===== src/rtl/uart_pkg.sv =====
// Shared UART constants and byte type for the transmit path.
package uart_pkg;

    localparam int UART_DATA_W    = 8;
    localparam int UART_FRAME_LEN = 10;
    localparam int UART_STOP_SLOT = 9;

    typedef logic [UART_DATA_W-1:0] uart_byte_t;

    function automatic uart_byte_t bit_reverse(input uart_byte_t b);
        uart_byte_t r;
        for (int i = 0; i < UART_DATA_W; i++) begin
            r[i] = b[UART_DATA_W-1-i];
        end
        return r;
    endfunction

endpackage


===== src/rtl/uart_byte_fifo.sv =====
// Single-clock byte FIFO with a separately tracked level so full/empty never alias.
module uart_byte_fifo
    import uart_pkg::*;
#(
    parameter int DEPTH = 16,
    parameter int AW    = 4
) (
    input  logic          clk_baud,
    input  logic          reset_n,
    input  logic          i_push,
    input  logic          i_pop,
    input  uart_byte_t    i_data,
    output uart_byte_t    o_data,
    output logic [AW:0]   o_level,
    output logic          o_full,
    output logic          o_empty
);

    localparam logic [AW:0] FULL_LEVEL = (AW+1)'(DEPTH);

    uart_byte_t  r_mem [DEPTH];
    logic [AW-1:0] r_wr_ptr;
    logic [AW-1:0] r_rd_ptr;
    logic [AW:0]   r_level;
    logic          w_push_ok;
    logic          w_pop_ok;

    // Room is judged on the registered level only; a same-cycle pop does not free a slot.
    assign w_push_ok = i_push && !o_full;
    assign w_pop_ok  = i_pop && !o_empty;

    always_ff @(posedge clk_baud) begin
        if (w_push_ok) begin
            r_mem[r_wr_ptr] <= i_data;
        end
    end

    always_ff @(posedge clk_baud or negedge reset_n) begin
        if (!reset_n) begin
            r_wr_ptr <= '0;
            r_rd_ptr <= '0;
            r_level  <= '0;
        end else begin
            if (w_push_ok) begin
                r_wr_ptr <= r_wr_ptr + 1'b1;
            end
            if (w_pop_ok) begin
                r_rd_ptr <= r_rd_ptr + 1'b1;
            end
            case ({w_push_ok, w_pop_ok})
                2'b10:   r_level <= r_level + 1'b1;
                2'b01:   r_level <= r_level - 1'b1;
                default: r_level <= r_level;
            endcase
        end
    end

    assign o_data  = r_mem[r_rd_ptr];
    assign o_level = r_level;
    assign o_full  = (r_level == FULL_LEVEL);
    assign o_empty = (r_level == '0);

endmodule


===== src/rtl/uart_tx_feeder.sv =====
// Byte queue and frame gate feeding a free-running 10-slot UART serializer.
// Optional build macro UART_TX_LSB_FIRST_EN loads bytes bit-reversed so bit 0 leaves first.
module uart_tx_feeder
    import uart_pkg::*;
#(
    parameter int DEPTH = 16,
    parameter int AW    = 4
) (
    input  logic                   clk_baud,
    input  logic                   reset_n,
    input  logic                   wr_en,
    input  logic [UART_DATA_W-1:0] wr_data,
    input  logic                   ovf_clr,
    input  logic                   tx_done,
    input  logic                   data_serial,
    output logic [UART_DATA_W-1:0] data_byte,
    output logic                   frame_valid,
    output logic                   txd,
    output logic                   full,
    output logic                   empty,
    output logic [AW:0]            level,
    output logic                   overflow
);

    uart_byte_t r_data_byte;
    logic       r_frame_valid;
    logic       r_overflow;
    uart_byte_t w_head;
    uart_byte_t w_load;
    logic       w_pop;

    assign w_pop = tx_done && !empty;

    uart_byte_fifo #(
        .DEPTH (DEPTH),
        .AW    (AW)
    ) u_fifo (
        .clk_baud (clk_baud),
        .reset_n  (reset_n),
        .i_push   (wr_en),
        .i_pop    (w_pop),
        .i_data   (wr_data),
        .o_data   (w_head),
        .o_level  (level),
        .o_full   (full),
        .o_empty  (empty)
    );

`ifdef UART_TX_LSB_FIRST_EN
    assign w_load = bit_reverse(w_head);
`else
    assign w_load = w_head;
`endif

    // Decision register: only moves on the serializer's stop-slot edge, aligning with slot 0.
    always_ff @(posedge clk_baud or negedge reset_n) begin
        if (!reset_n) begin
            r_data_byte   <= '0;
            r_frame_valid <= 1'b0;
        end else if (tx_done) begin
            if (!empty) begin
                r_data_byte   <= w_load;
                r_frame_valid <= 1'b1;
            end else begin
                r_frame_valid <= 1'b0;
            end
        end
    end

    always_ff @(posedge clk_baud or negedge reset_n) begin
        if (!reset_n) begin
            r_overflow <= 1'b0;
        end else if (wr_en && full) begin
            r_overflow <= 1'b1;
        end else if (ovf_clr) begin
            r_overflow <= 1'b0;
        end
    end

    assign data_byte   = r_data_byte;
    assign frame_valid = r_frame_valid;
    assign overflow    = r_overflow;
    assign txd         = r_frame_valid ? data_serial : 1'b1;

endmodule


===== config.mk =====
export PLATFORM = sky130hd
export DESIGN_NAME = uart_tx_feeder
export DESIGN_NICKNAME = d
export VERILOG_FILES = /design/src/rtl/uart_pkg.sv /design/src/rtl/uart_byte_fifo.sv /design/src/rtl/uart_tx_feeder.sv
export SDC_FILE = /design/constraint.sdc
export NUM_CORES = 1
export LEC_CHECK = 0
export ABC_CLOCK_PERIOD_IN_PS = 3400
export CORE_MARGIN = 5
export CORE_UTILIZATION = 55
export DETAILED_ROUTE_END_ITERATION = 7
export PLACE_DENSITY = 0.81
export SLEW_MARGIN = 5
export SYNTH_ARGS = -nofsm -noshare
export SYNTH_HDL_FRONTEND = slang
export SYNTH_HIERARCHICAL = 1
export SYNTH_SLANG_ARGS = --single-unit

===== constraint.sdc =====
create_clock -name clk_baud -period 3.4 [get_ports clk_baud]
set_input_delay 0.34 -clock clk_baud [delete_from_list [all_inputs] [get_ports clk_baud]]
set_output_delay 0.34 -clock clk_baud [all_outputs]
set_load 0.01 [all_outputs]

Word level (Yosys, flattened, before mapping)
Memory sizes are Yosys's and may differ from the RTL's. A register that Yosys moved wholly into a read port is not among the register bits.
Index checks and enable logic that the tools add are counted.
- bits in writable memories: 128
- logic and storage cells: 32
- memories kept: 1
- input bits: 14
- output and inout port bits: 18
- register bits: 15
- memory list (memory ; depth ; width ; read ports ; clocked after Yosys merged registers in ; write ports ; RTL line ; source):
    u_fifo.r_mem ; 16 ; 8 ; 1 ; 1 ; 1 ; uart_byte_fifo.sv:21 ; uart_byte_t r_mem [DEPTH];
- mux-type cells: 7
- equality and inequality tests: 3
- bitwise gates (word level): 1
- reduce and logical (&&, ||, !) cells: 11
- $add $sub $neg: 4
- operators by type and width (kind ; count):
    case mux 5 bit (2 select lines) ; 1
    adder 4 x 1 -> 4 bit (second input constant) ; 2
    two-way mux 1 bit ; 6
    adder 5 x 1 -> 5 bit (second input constant) ; 1
    == test 5 bit (second input constant) ; 1
    logical NOT 5 bit ; 1
    subtractor 5 x 1 -> 5 bit (second input constant) ; 1
    logical AND 1 bit ; 4
    nonzero test 2 bit ; 2
    logical NOT 1 bit ; 3
    == test 2 x 1 -> 1 bit (second input constant) ; 1
    == test 2 bit (second input constant) ; 1
    AND reduction 2 bit ; 1
    NOT 1 bit ; 1

Logic depth before layout (Yosys ltp)
- depth after elaboration: 6
- depth in mapped cells: 14
- mapped depth without buffers: 12

By module
The synthesis kept the hierarchy.
- modules (own cells, without submodules) (module ; area each (um^2) ; cells each ; times used):
    uart_byte_fifo ; 5779.3 ; 332 ; 1
    uart_tx_feeder ; 431.7 ; 26 ; 1

Worst setup path after synthesis
No wires, ideal clock.
- path kind: reg-to-reg
- start point: register u_fifo.r_level[1], in the netlist u_fifo/o_level[1]
- end point: register u_fifo.r_level[4], in the netlist u_fifo/o_level[4]
- setup slack: 0.395 ns
- library setup time: 0.126 ns
- data arrival time: 2.879 ns
- buffers on the path: 2
- clock period less this slack: 3.005 ns
- stages on the path, launching flop included: 14
- cells stage by stage: dfrtp_1 -> nor4_2 -> and2b_1 -> nor2b_4 -> buf_12 -> nor2b_1 -> buf_2 -> ha_1 -> ha_1 -> nor2b_1 -> o21ai_0 -> a21oi_1 -> or3b_1 -> xnor2_1
- word-level cells in the longest chain between the ends: 6
- elaborated cells between the ends (all ways): 13
- those cells by class: 2 x add/sub; 3 x eq/ne; 1 x mux; 7 x reduce/logical
- ends and longest elaborated chain (item ; RTL line ; source):
    from (decl) ; uart_byte_fifo.sv:24 ; logic [AW:0] r_level;
    from (signal assigned) ; uart_byte_fifo.sv:51 ; 2'b10: r_level <= r_level + 1'b1;
    from (signal assigned) ; uart_byte_fifo.sv:52 ; 2'b01: r_level <= r_level - 1'b1;
    from (signal assigned) ; uart_byte_fifo.sv:53 ; default: r_level <= r_level;
    logical NOT 5 bit (*) ; uart_byte_fifo.sv:61 ; assign o_empty = (r_level == '0);
    via empty ; uart_tx_feeder.sv:20 ; output logic empty,
    logical NOT 1 bit (*) ; uart_tx_feeder.sv:32 ; assign w_pop = tx_done && !empty;
    logical AND 1 bit (*) ; uart_tx_feeder.sv:32 ;
    via w_pop ; uart_tx_feeder.sv:30 ; logic w_pop;
    logical AND 1 bit (*) ; uart_byte_fifo.sv:30 ; assign w_pop_ok = i_pop && !o_empty;
    via u_fifo.w_pop_ok ; uart_byte_fifo.sv:26 ; logic w_pop_ok;
    == test 2 x 1 -> 1 bit / == test 2 bit (equally long branches) ; uart_byte_fifo.sv:50 ; case ({w_push_ok, w_pop_ok})
    case mux 5 bit (2 select lines) / nonzero test 2 bit (equally long branches) ; - ;
Mark *: on every way through the listed nets, which the timed path passes. The rest lies on a longest branch.
A chain may end at the register's enable or synchronous reset.

Worst setup path in the final report
- start point: register u_fifo.r_level[1], in the netlist u_fifo/o_level[1]
- end point: register u_fifo.r_level[4], in the netlist u_fifo/o_level[4]
- word-level cells in the longest chain between the ends: 6
- elaborated cells between the ends (all ways): 13
- those cells by class: 2 x add/sub; 3 x eq/ne; 1 x mux; 7 x reduce/logical
- ends and longest elaborated chain (item ; RTL line):
    logical NOT 5 bit ; uart_byte_fifo.sv:61
    logical NOT 1 bit ; uart_byte_fifo.sv:30, uart_tx_feeder.sv:32
    logical AND 1 bit ; uart_tx_feeder.sv:32
    logical AND 1 bit ; uart_byte_fifo.sv:30
    == test 2 x 1 -> 1 bit / == test 2 bit (equally long branches) ; uart_byte_fifo.sv:50
    case mux 5 bit (2 select lines) / nonzero test 2 bit (equally long branches) ; -
Parallel ways exist; a longest one is shown, timed or not.

==> impl.org <==
** Status
- The run finished with clean final reports.

** Setup path
- Highest net fanout along the worst path :: 9
- Category of the most critical setup path :: register to register
- In this run the register-to-register setup slack is slightly above 0.4 ns.
- Crit path buffers/inverters :: 2
- Element type at the critical path start :: register
- At the worst endpoint, the required time is 3.69 ns.
- Among the stages of the critical path, the cell type that occurs most often is sky130_fd_sc_hd__inv_1.
- List of cells traversed by the critical path :: nor4_2 > nand2_1 > and2_1 > inv_1 > ha_1 > inv_1 > fa_1 > nor2b_1 > o21ai_0 > nand3_1 > or3b_1 > xnor2_1
- Data arrival at the endpoint of the critical path :: 3.28 ns
- Element type at the critical path end :: register
- CP max stage delay :: 0.43 ns
- Among all stages on the critical path, the largest delay is contributed by sky130_fd_sc_hd__dfrtp_1.
- Kind of cell adding the most delay to the critical path :: simple AND/OR/NAND/NOR gates

** Floorplan
- Top-level port count :: 32
- Placement row count :: 38
- From bottom edge to top edge, the die measures 116 µm.
- The die covers 0.0135 mm².
- Once the floorplan was initialized, standard cells occupied 56.8% of the core.
- The floorplan step set the die width to 116 µm.
- Floorplan core area :: 0.0109 mm²

** Clocking
- CTS hold repair buffers :: 0
- Number of buffers between clock root and the deepest sink :: 2
- In this run, post-CTS repair resized a total of 0 instances.
- Clock latency of the later-clocked register in the worst-skew pair :: 0.41 ns
- Clock-pin slew was measured on the worst setup and hold paths at 0.06 ns.
- The number of clock buffers added by TritonCTS is 17.
- Post-CTS setup buffers :: 0
- H-tree depth reported by CTS :: 4
- Cell at the root of the clock tree :: sky130_fd_sc_hd__clkbuf_16
- TritonCTS built the clock tree.
- Clock tree synthesis found a total of ~150 sinks.

** STA
- FMAX :: roughly 330 MHz
- Setup violations remaining at the end of the flow were counted as 0.
- Final critical-path setup slack :: around 0.41 ns
- Clock Skews :: 0.00677 ns
- Worst hold slack :: 0.484 ns
- After routing, the total negative slack on setup checks comes to 0 ns.
- Clock period minus final worst setup slack :: 2.99 ns
- Max-slew violation count :: 0
- For the pin with the worst max-slew slack, the measured transition is 0.995 ns.
- Measured against its own limit, the worst slew margin works out to 33.5%.
- Dividing the final minimum period by the clock period gives 87.8%.
- Setup repair after global routing left no endpoint under its margin.
- Final count of hold timing violations :: 0

** Cells and area
- Utilization after layout :: ~66%
- Filler Cells Inserted :: 726
- After routing the design area is 0.00721 mm².
- Number of standard cells in the layout, taps in and fillers out :: about 550
- 0 antenna diodes ended up in the layout.
- Final Net Count :: 426
- Cells with a size suffix above 1 make up 19.6% of the layout.
- Layout area overhead :: 16.1%

** Global route
- Remaining Overflow, GRT :: 0
- Maximum number of pins on one net before global-route repair :: 31
- Global routing used between 10% and 20% of the available tracks.
- Antenna violations before repair :: 0
- Wire length of the first global-routing pass :: about 19000 µm
- The number of global-route vias before repair was 3314.

** Synthesis
- Counting flops with an async set or reset pin after synthesis yields a share of 15.2%.
- Yosys printed 6 warnings.
- Of the post-synthesis cell area, the dominant cell type holds 61.9%.
- Post-synthesis instance area :: 0.00621 mm²
- Gate count after technology mapping :: roughly 360
- A synthesized cell averages 17.3 µm².
- Most repeated cell in the gate-level netlist after synthesis :: sky130_fd_sc_hd__edfxtp_1
- Synthesis inferred 151 register bits.
- The number of different library cells used by synthesis comes to 34.
- By count the netlist is led by 128 x sky130_fd_sc_hd__edfxtp_1, 25 x sky130_fd_sc_hd__mux2i_1, 23 x sky130_fd_sc_hd__dfrtp_1.
- Summed over all instances, the cell type with the most area after synthesis is sky130_fd_sc_hd__edfxtp_1.
- Number of enable flip-flop cells after synthesis :: ~130
- Top_reg_cell synth :: sky130_fd_sc_hd__edfxtp_1
- Synthesis produced a netlist with a net count of 382.
- Largest cells by area after synthesis :: sky130_fd_sc_hd__edfxtp_1 62%, sky130_fd_sc_hd__dfrtp_1 9.3%, sky130_fd_sc_hd__mux4_2 5.8%
- Proportion of synthesized chip area in sequential cells :: between 70% and 80%

** Placement
- Instance area after placement :: 0.00666 mm²
- In this run the tool buffered the top-level ports with 31 buffer cells.
- Detailed placement finished with a half-perimeter wire length of ~7800 µm.
- Including well taps, the total number of placed cells is 523.
- Worst slack at placement :: around 0.45 ns
- Final weighted congestion of routability-driven global placement :: 0.816

** Drt
- Post-detailed-routing wire length :: ~12000 µm
- The detail route stage leaves a number of antenna-violating nets equal to 0.
- Before antenna repair, the detailed router went through 5 iterations.
- Via count :: 3277
- The first routing iteration left 286 violations.
- Final routed wire length divided by cell count :: 21.8 µm
- Drc violations :: 0
- In the routed layout, each cell is associated on average with a via count of 5.92.

** Job
- Max-cap violations in this run came to 0.

** Power and ir drop
- VDD sags by at most 0.683 mV.
- Total power :: 6.28 mW
- In this run the static leakage power is 2.57 nW.
- Dividing total power by cell area gives a power density of 871 mW/mm².

** Min path
- The tightest min-delay check is of the input port to async pin type.
cell usage in the layout, fill, tap and decap left out:
cell / instances
sky130_fd_sc_hd__dfrtp_2: 1
sky130_fd_sc_hd__or3b_1: 1
sky130_fd_sc_hd__nor3_1: 4
sky130_fd_sc_hd__buf_12: 1
sky130_fd_sc_hd__nor4_2: 1
sky130_fd_sc_hd__and2_1: 2
sky130_fd_sc_hd__clkbuf_16: 17
sky130_fd_sc_hd__dfrtp_1: 22
sky130_fd_sc_hd__clkinv_2: 3
sky130_fd_sc_hd__o21ai_0: 21
sky130_fd_sc_hd__nor2b_4: 1
sky130_fd_sc_hd__nand3_1: 2
sky130_fd_sc_hd__a221oi_1: 8
sky130_fd_sc_hd__and2b_1: 1
sky130_fd_sc_hd__nor2b_1: 3
sky130_fd_sc_hd__ha_1: 9
sky130_fd_sc_hd__edfxtp_1: 128
sky130_fd_sc_hd__a21oi_1: 11
sky130_fd_sc_hd__nor2_1: 13
sky130_fd_sc_hd__clkinvlp_4: 4
sky130_fd_sc_hd__mux2_2: 8
sky130_fd_sc_hd__fa_1: 1
sky130_fd_sc_hd__inv_1: 9
sky130_fd_sc_hd__xnor2_1: 7
sky130_fd_sc_hd__mux4_2: 16
sky130_fd_sc_hd__nand4_1: 1
sky130_fd_sc_hd__clkdlybuf4s50_1: 31
sky130_fd_sc_hd__mux2_4: 9
sky130_fd_sc_hd__nand2_2: 1
sky130_fd_sc_hd__a21o_1: 1
sky130_fd_sc_hd__bufinv_16: 1
sky130_fd_sc_hd__a22oi_1: 8
sky130_fd_sc_hd__buf_4: 12
sky130_fd_sc_hd__inv_6: 3
sky130_fd_sc_hd__nand2_1: 19
sky130_fd_sc_hd__clkinv_4: 3
sky130_fd_sc_hd__xor2_1: 3
sky130_fd_sc_hd__mux2i_1: 25
sky130_fd_sc_hd__nand2b_1: 3
registers in the layout, indices dropped and copies added, names as in the netlist:
| register | count |
|---|---|
| data_byte | 8 |
| frame_valid | 1 |
| overflow | 1 |
| u_fifo/o_level | 5 |
| u_fifo/r_mem | 128 |
| u_fifo/r_rd_ptr | 4 |
| u_fifo/r_wr_ptr | 4 |
power breakdown:
part	internal [mW]	switching [mW]	leakage [nW]	total, mW
Sequential	2.31	0.265	1.42	2.58
Combinational	0.957	1.03	0.885	1.98
Clock	1.01	0.717	0.262	1.72
Total	4.27	2.01	2.57	6.28
cell families after synthesis:
group	Yosys count	share of synthesized area (%)
compound gates	49	4.79
xor+xnor	10	1.41
mux	58	13.5
flops	151	71.2
simple gates	52	4.11
buf+inv	28	2.94
fa+ha+maj	10	2.14
layer usage:
metal  wire, µm  track usage, %  vias to the layer above
met4         57            4.64                        0
met5          0               0                        -
met1       5030            26.6                     1665
li1           -               -                     1468
met3        902            5.18                        5
met2       6090            30.9                      139
path summary, 6_finish.rpt:
check | cells after the start | to | start
worst max register to register | 12 | u_fifo/o_level[4] | u_fifo/o_level[1]
worst min-delay path | 1 | data_byte[3] | reset_n
min in group clk_baud | 2 | overflow | ovf_clr
max in group asynchronous | 1 | u_fifo/r_rd_ptr[0] | reset_n
worst max-delay path | 12 | u_fifo/o_level[4] | u_fifo/o_level[1]
worst min register to register | 1 | data_byte[2] | data_byte[2]
layout make-up:
class	instances	area (µm²)	share of cell area, %
clock buffer	17	425	5.90
clock inverter	14	128	1.77
inverter	9	33.8	0.468
multi-input combinational	179	1610	22.3
sequential	151	4420	61.3
tap	140	175	2.43
timing repair buffer	44	420	5.83
(Power assumes the default switching activity.)
